### config.mk
export PLATFORM = sky130hd
export DESIGN_NAME = fpu_apu_resp_adapter
export DESIGN_NICKNAME = d
export VERILOG_FILES = /design/src/rtl/fpu_apu_resp_adapter.sv
export SDC_FILE = /design/constraint.sdc
export NUM_CORES = 1
export LEC_CHECK = 0
export BUFFER_PORTS_ARGS = -buffer_cell sky130_fd_sc_hd__buf_2
export CAP_MARGIN = 5
export CORE_MARGIN = 8
export CORE_UTILIZATION = 52
export DETAILED_ROUTE_END_ITERATION = 7
export GPL_TIMING_DRIVEN = 0
export PLACE_DENSITY = 0.83
export REMOVE_ABC_BUFFERS = 1
export SLEW_MARGIN = 10
export SYNTH_ARGS = -nofsm -noshare
export SYNTH_HDL_FRONTEND = slang
export SYNTH_SLANG_ARGS = --single-unit
export TNS_END_PERCENT = 30
### constraint.sdc
create_clock -name clk -period 3.8 [get_ports clk]
set_input_delay 0.95 -clock clk [delete_from_list [all_inputs] [get_ports clk]]
set_output_delay 0.95 -clock clk [all_outputs]
set_load 0.01 [all_outputs]
### src/rtl/fpu_apu_resp_adapter.sv
// APU-to-FPU request/response adapter with credit-bounded response FIFO.
// Optional macro FPU_RESP_BYPASS_EN: an FPU result reaches apu_r* in the same cycle when the FIFO is empty.
module fpu_apu_resp_adapter #(
  parameter int ID_WIDTH        = 9,
  parameter int NB_ARGS         = 3,
  parameter int DATA_WIDTH      = 32,
  parameter int OP_BITS         = 4,
  parameter int FMT_BITS        = 3,
  parameter int IFMT_BITS       = 2,
  parameter int RND_BITS        = 3,
  parameter int FLAGS_OUT_WIDTH = 5,
  parameter int RESP_DEPTH      = 4
) (
  input  logic                                       clk,
  input  logic                                       rst,
  input  logic                                       flush_i,
  input  logic                                       apu_req_i,
  output logic                                       apu_gnt_o,
  input  logic [ID_WIDTH-1:0]                        apu_ID_i,
  input  logic [NB_ARGS*DATA_WIDTH-1:0]              apu_operands_i,
  input  logic [OP_BITS+1:0]                         apu_op_i,
  input  logic [IFMT_BITS+2*FMT_BITS+RND_BITS-1:0]   apu_flags_i,
  input  logic                                       apu_rready_i,
  output logic                                       apu_rvalid_o,
  output logic [DATA_WIDTH-1:0]                      apu_rdata_o,
  output logic [FLAGS_OUT_WIDTH-1:0]                 apu_rflags_o,
  output logic [ID_WIDTH-1:0]                        apu_rID_o,
  output logic                                       fpu_valid_o,
  input  logic                                       fpu_ready_i,
  output logic [NB_ARGS*DATA_WIDTH-1:0]              fpu_operands_o,
  output logic [OP_BITS-1:0]                         fpu_op_o,
  output logic                                       fpu_op_mod_o,
  output logic                                       fpu_vec_op_o,
  output logic [FMT_BITS-1:0]                        fpu_src_fmt_o,
  output logic [FMT_BITS-1:0]                        fpu_dst_fmt_o,
  output logic [IFMT_BITS-1:0]                       fpu_int_fmt_o,
  output logic [RND_BITS-1:0]                        fpu_rnd_mode_o,
  output logic [ID_WIDTH-1:0]                        fpu_tag_o,
  input  logic                                       fpu_out_valid_i,
  input  logic [DATA_WIDTH-1:0]                      fpu_result_i,
  input  logic [FLAGS_OUT_WIDTH-1:0]                 fpu_status_i,
  input  logic [ID_WIDTH-1:0]                        fpu_tag_i,
  output logic                                       fpu_out_ready_o,
  output logic                                       fpu_flush_o,
  output logic [$clog2(RESP_DEPTH+1)-1:0]            outstanding_o,
  output logic                                       busy_o,
  output logic                                       err_o
);
  localparam int CW = $clog2(RESP_DEPTH+1);
  localparam int PW = (RESP_DEPTH > 1) ? $clog2(RESP_DEPTH) : 1;
  localparam logic [CW-1:0] MAXC  = CW'(RESP_DEPTH);
  localparam logic [PW-1:0] LASTP = PW'(RESP_DEPTH-1);

  // Handshakes: a request transfers when apu_req_i & apu_gnt_o; a response
  // transfers when apu_rvalid_o & apu_rready_i. No FPU result is ever stalled.
  logic [CW-1:0]              r_cnt, r_occ, w_cnt_nxt, w_occ_nxt;
  logic [PW-1:0]              r_wptr, r_rptr;
  logic                       r_err;
  logic [DATA_WIDTH-1:0]      r_res [RESP_DEPTH];
  logic [FLAGS_OUT_WIDTH-1:0] r_sts [RESP_DEPTH];
  logic [ID_WIDTH-1:0]        r_tag [RESP_DEPTH];
  logic w_room, w_issue, w_empty, w_unexp, w_res_ok, w_byp;
  logic w_rvalid, w_retire, w_pop, w_write;

  assign fpu_operands_o = apu_operands_i;
  assign fpu_op_o       = apu_op_i[OP_BITS-1:0];
  assign fpu_op_mod_o   = apu_op_i[OP_BITS];
  assign fpu_vec_op_o   = apu_op_i[OP_BITS+1];
  assign fpu_rnd_mode_o = apu_flags_i[RND_BITS-1:0];
  assign fpu_dst_fmt_o  = apu_flags_i[RND_BITS +: FMT_BITS];
  assign fpu_src_fmt_o  = apu_flags_i[RND_BITS+FMT_BITS +: FMT_BITS];
  assign fpu_int_fmt_o  = apu_flags_i[RND_BITS+2*FMT_BITS +: IFMT_BITS];
  assign fpu_tag_o      = apu_ID_i;

  assign w_room      = (r_cnt < MAXC);
  assign apu_gnt_o   = fpu_ready_i & w_room & ~flush_i & ~rst;
  assign fpu_valid_o = apu_req_i & w_room & ~flush_i & ~rst;
  assign w_issue     = apu_req_i & apu_gnt_o;
  assign fpu_flush_o = flush_i & ~rst;
  assign fpu_out_ready_o = 1'b1;

  // A result with nothing pending inside the FPU (occupancy == credits) is spurious.
  assign w_empty  = (r_occ == '0);
  assign w_unexp  = fpu_out_valid_i & (r_occ == r_cnt) & ~flush_i;
  assign w_res_ok = fpu_out_valid_i & ~w_unexp & ~flush_i;
`ifdef FPU_RESP_BYPASS_EN
  assign w_byp = w_empty & w_res_ok;
`else
  assign w_byp = 1'b0;
`endif
  assign w_rvalid = (~w_empty | w_byp) & ~rst;
  assign w_retire = w_rvalid & apu_rready_i;
  assign w_pop    = ~w_empty & apu_rready_i;
  assign w_write  = w_res_ok & ~(w_byp & apu_rready_i);

  assign apu_rvalid_o = w_rvalid;
  assign apu_rdata_o  = ~w_rvalid ? '0 : (w_byp ? fpu_result_i : r_res[r_rptr]);
  assign apu_rflags_o = ~w_rvalid ? '0 : (w_byp ? fpu_status_i : r_sts[r_rptr]);
  assign apu_rID_o    = ~w_rvalid ? '0 : (w_byp ? fpu_tag_i    : r_tag[r_rptr]);
  assign outstanding_o = r_cnt;
  assign busy_o        = (r_cnt != '0);
  assign err_o         = r_err;

  always_comb begin
    w_cnt_nxt = r_cnt;
    w_occ_nxt = r_occ;
    if (w_issue && !w_retire) w_cnt_nxt = r_cnt + CW'(1);
    else if (w_retire && !w_issue) w_cnt_nxt = r_cnt - CW'(1);
    if (w_write && !w_pop) w_occ_nxt = r_occ + CW'(1);
    else if (w_pop && !w_write) w_occ_nxt = r_occ - CW'(1);
  end

  always_ff @(posedge clk or posedge rst) begin
    if (rst) begin
      r_cnt  <= '0;
      r_occ  <= '0;
      r_wptr <= '0;
      r_rptr <= '0;
      r_err  <= 1'b0;
    end else begin
      if (w_unexp) r_err <= 1'b1;
      if (flush_i) begin
        r_cnt  <= '0;
        r_occ  <= '0;
        r_wptr <= '0;
        r_rptr <= '0;
      end else begin
        r_cnt <= w_cnt_nxt;
        r_occ <= w_occ_nxt;
        if (w_write) r_wptr <= (r_wptr == LASTP) ? '0 : r_wptr + PW'(1);
        if (w_pop)   r_rptr <= (r_rptr == LASTP) ? '0 : r_rptr + PW'(1);
      end
    end
  end

  // Storage is deliberately left unreset; only pointers and counts matter.
  always_ff @(posedge clk) begin
    if (w_write) begin
      r_res[r_wptr] <= fpu_result_i;
      r_sts[r_wptr] <= fpu_status_i;
      r_tag[r_wptr] <= fpu_tag_i;
    end
  end
endmodule

==> flow_summary.yaml <==
run_status:
  status: "finished clean"
timing:
  fin_crit_ns: 3.19
  fin_crit_sh: 0.839
  drv_slew: 0
  rsz0062_at_grt: "false"
  fin_worst_skew_ns: 0.0103
  max_freq_mhz: 314
  hold_viol: 0
  slew-limit-headroom: 0.405
  setup_viol: 0
  worst_pin_slew_ns: 0.892
synthesis:
  yosys_warnings: 0
  ys_seq_elements: 195
  yosysTopAreaCell: "edfxtp_1"
  synth_top_flop_cell: "edfxtp_1"
  async_flop_share: 0.0564
  netlist_area_um2: 8660
  synth-seq-area-share: 0.670
  synth_cell_types: 38
  netlist_top_cells_count: "edfxtp_1, buf_4, and2_1, mux4_2, nor2_1"
  synthTopCellsByArea: "edfxtp_1, mux4_2, buf_4"
  yosysMostFrequentCell: "edfxtp_1"
  avgSynthCellArea_um2: 17.2
  netlist_instances: 505
  synth_edf_count: 184
  synth_top_area_frac: 0.638
drt:
  route.met2.wl_um: 16400
  via_per_inst: 5.88
  drtIter0Drc: 267
  ant_nets: 0
  remaining_drc_errors: 0
  wl_met1_um: 7920
  wl_per_cell_um: 46.9
  drt-total-wl_um: 34200
  highest_layer: "met5"
  num_vias: 4286
  dr.pass1.iters: 6
  met3_length_um: 8070
global_routing:
  antenna_found_initial: 10
  grt_max_degree: 47
  grt_pass1_wl_um: 44200
  grt_usage: 0.325
  grt_overflow: 0
  grt_pass1_vias: 4620
cells_and_area:
  fillerInstances: 1247
  finalCoreUtilization: 0.561
  nNetsFinal: 678
  stdcell_area_um2: 9210
  syn_to_final_growth_pct: 6.27
  drive_gt1_frac: 0.396
floorplan:
  io_pins: 353
  dieArea_um2: 21000
  core_area_um2: 16400
  die_w_um: 145
  start_util: 0.528
  chipHeight_um: 145
  rows: 47
worst_setup_path:
  reg2reg_setup_slack_ns: 1.13
  endpoint_kind: "primary output"
  reg2reg_depth: 5
  start_kind: "flop"
  r2r-start: "r_occ[0]"
  crit_arrival_ns: 2.24
  r2r_end: "r_tag[3][5]"
  cp.required_ns: 2.85
  critical_path_class: "reg2out"
  cp_max_fo: 38
pwr:
  leakage_nw: 3.24
  ir_drop_uv: 421
  p_per_area_nw_per_um2: 608
clocking:
  clockRootBuffer: "clkbuf_16"
  cts.sinks: 195
  cts_made_buffers: 17
  htreeDepth: 4
  clk_pin_slew_ns: 0.07
  clockBufferDepth: 2
  cts_resized: 0
  insertion_delay_ns: 0.43
  holdBufCountCts: 0
  post_cts_buffers: 0
  cts_tree: "done"
job:
  maxCapViolations: 0
worst_hold_path:
  hp-class: "reg2reg"
  holdPathStages: 1
  hp-start: "err_o"
  hold_path_end: "err_o"
place:
  dp_hpwl_um: 28000
  port_buffers: 107
  placed_area_um2: 8630
  gp_congestion: 0.870
-- critical path: stages, from the launching register on --
cell and delay (ns):
dfrtp_4 0.58, buf_16 0.30, mux4_2 0.57, and2_1 0.18
buf_2 0.14
-- worst max-delay path by stage --
| stage | to | cells after the start | slack [ns] | start |
|---|---|---|---|---|
| 3_3_place_gp | apu_rdata_o[18] | 4 | -1.05 | rst |
| 3_5_place_dp | apu_rdata_o[25] | 5 | 0.73 | rst |
| 5_1_grt | apu_rID_o[2] | 4 | 0.49 | r_rptr[0] |
| 2_1_floorplan | apu_rID_o[0] | 2 | 0.08 | r_rptr[0] |
| 6_report | apu_rID_o[2] | 4 | 0.61 | r_rptr[0] |
| 4_1_cts | apu_rID_o[2] | 4 | 0.55 | r_rptr[0] |
-- placed cells by master, fill, tap and decap left out, drive strengths merged, types with 2 or more instances in the layout --
| cell type | count |
|---|---|
| edfxtp | 184 |
| dfrtp | 11 |
| nor2 | 14 |
| fa | 2 |
| buf | 112 |
| bufinv | 2 |
| and2 | 50 |
| nand2 | 5 |
| and3 | 2 |
| a31o | 2 |
| or3 | 3 |
| xnor2 | 4 |
| ha | 5 |
| mux4 | 46 |
| a21oi | 3 |
| clkbuf | 17 |
| nor3 | 3 |
| mux2 | 4 |
| clkinv | 5 |
| nor4b | 2 |
| a31oi | 2 |
| inv | 15 |
-- cell type report --
class	instances	area, µm²	area share
diodes	1	2.50	0.000272
inverters	9	33.8	0.00367
clock inverters	14	151	0.0164
clock buffers	17	425	0.0462
flip-flops and latches	195	5810	0.631
repair buffers	112	666	0.0723
multi-input cells	161	1850	0.201
well taps	220	275	0.0299
-- report_power, final --
part	total [mW]	internal [mW]	switching [mW]
logic	1.20	0.576	0.619
clock network	1.75	0.977	0.775
registers	2.65	2.55	0.0984
total	5.60	4.10	1.49
-- registers in the layout, indices dropped and copies added (netlist names) --
name and count:
r_wptr 2, outstanding_o 3, r_rptr 2, err_o 1
r_occ 3, r_tag 36, r_sts 20, r_res 128
-- cell families (layout without fill, tap and decap cells) --
| kind of cell | after synthesis | count (layout) | synth area share |
|---|---|---|---|
| buf+inv | 149 | 152 | 0.119 |
| other cells | 1 | 2 | 0.000433 |
| simple gates | 86 | 86 | 0.0589 |
| fa+ha+maj | 7 | 7 | 0.0118 |
| xor+xnor | 5 | 5 | 0.00505 |
| compound gates | 11 | 11 | 0.00924 |
| mux | 51 | 51 | 0.126 |
| flops | 195 | 195 | 0.670 |
-- routing by layer --
| metal | vias to the layer above | global-route usage |
|---|---|---|
| met4 | 22 | 0.136 |
| met3 | 71 | 0.364 |
| met5 | - | 0.142 |
| met2 | 377 | 0.520 |
| li1 | 1752 | - |
| met1 | 2064 | 0.219 |
-- metrics by stage --
step	hold slack, ns	power, mW	setup TNS (ns)	instances	setup slack [ns]
final	0.482	5.60	0	729	0.613
after floorplan	0.512	3.45	0	365	0.0759
after CTS	0.477	5.64	0	728	0.554
after detailed placement	0.459	3.90	0	697	0.732
after global placement	0.454	3.84	-62.38	692	-1.05
after global routing	0.498	5.82	0	729	0.489
No activity file was read; power rests on OpenSTA's default activity.
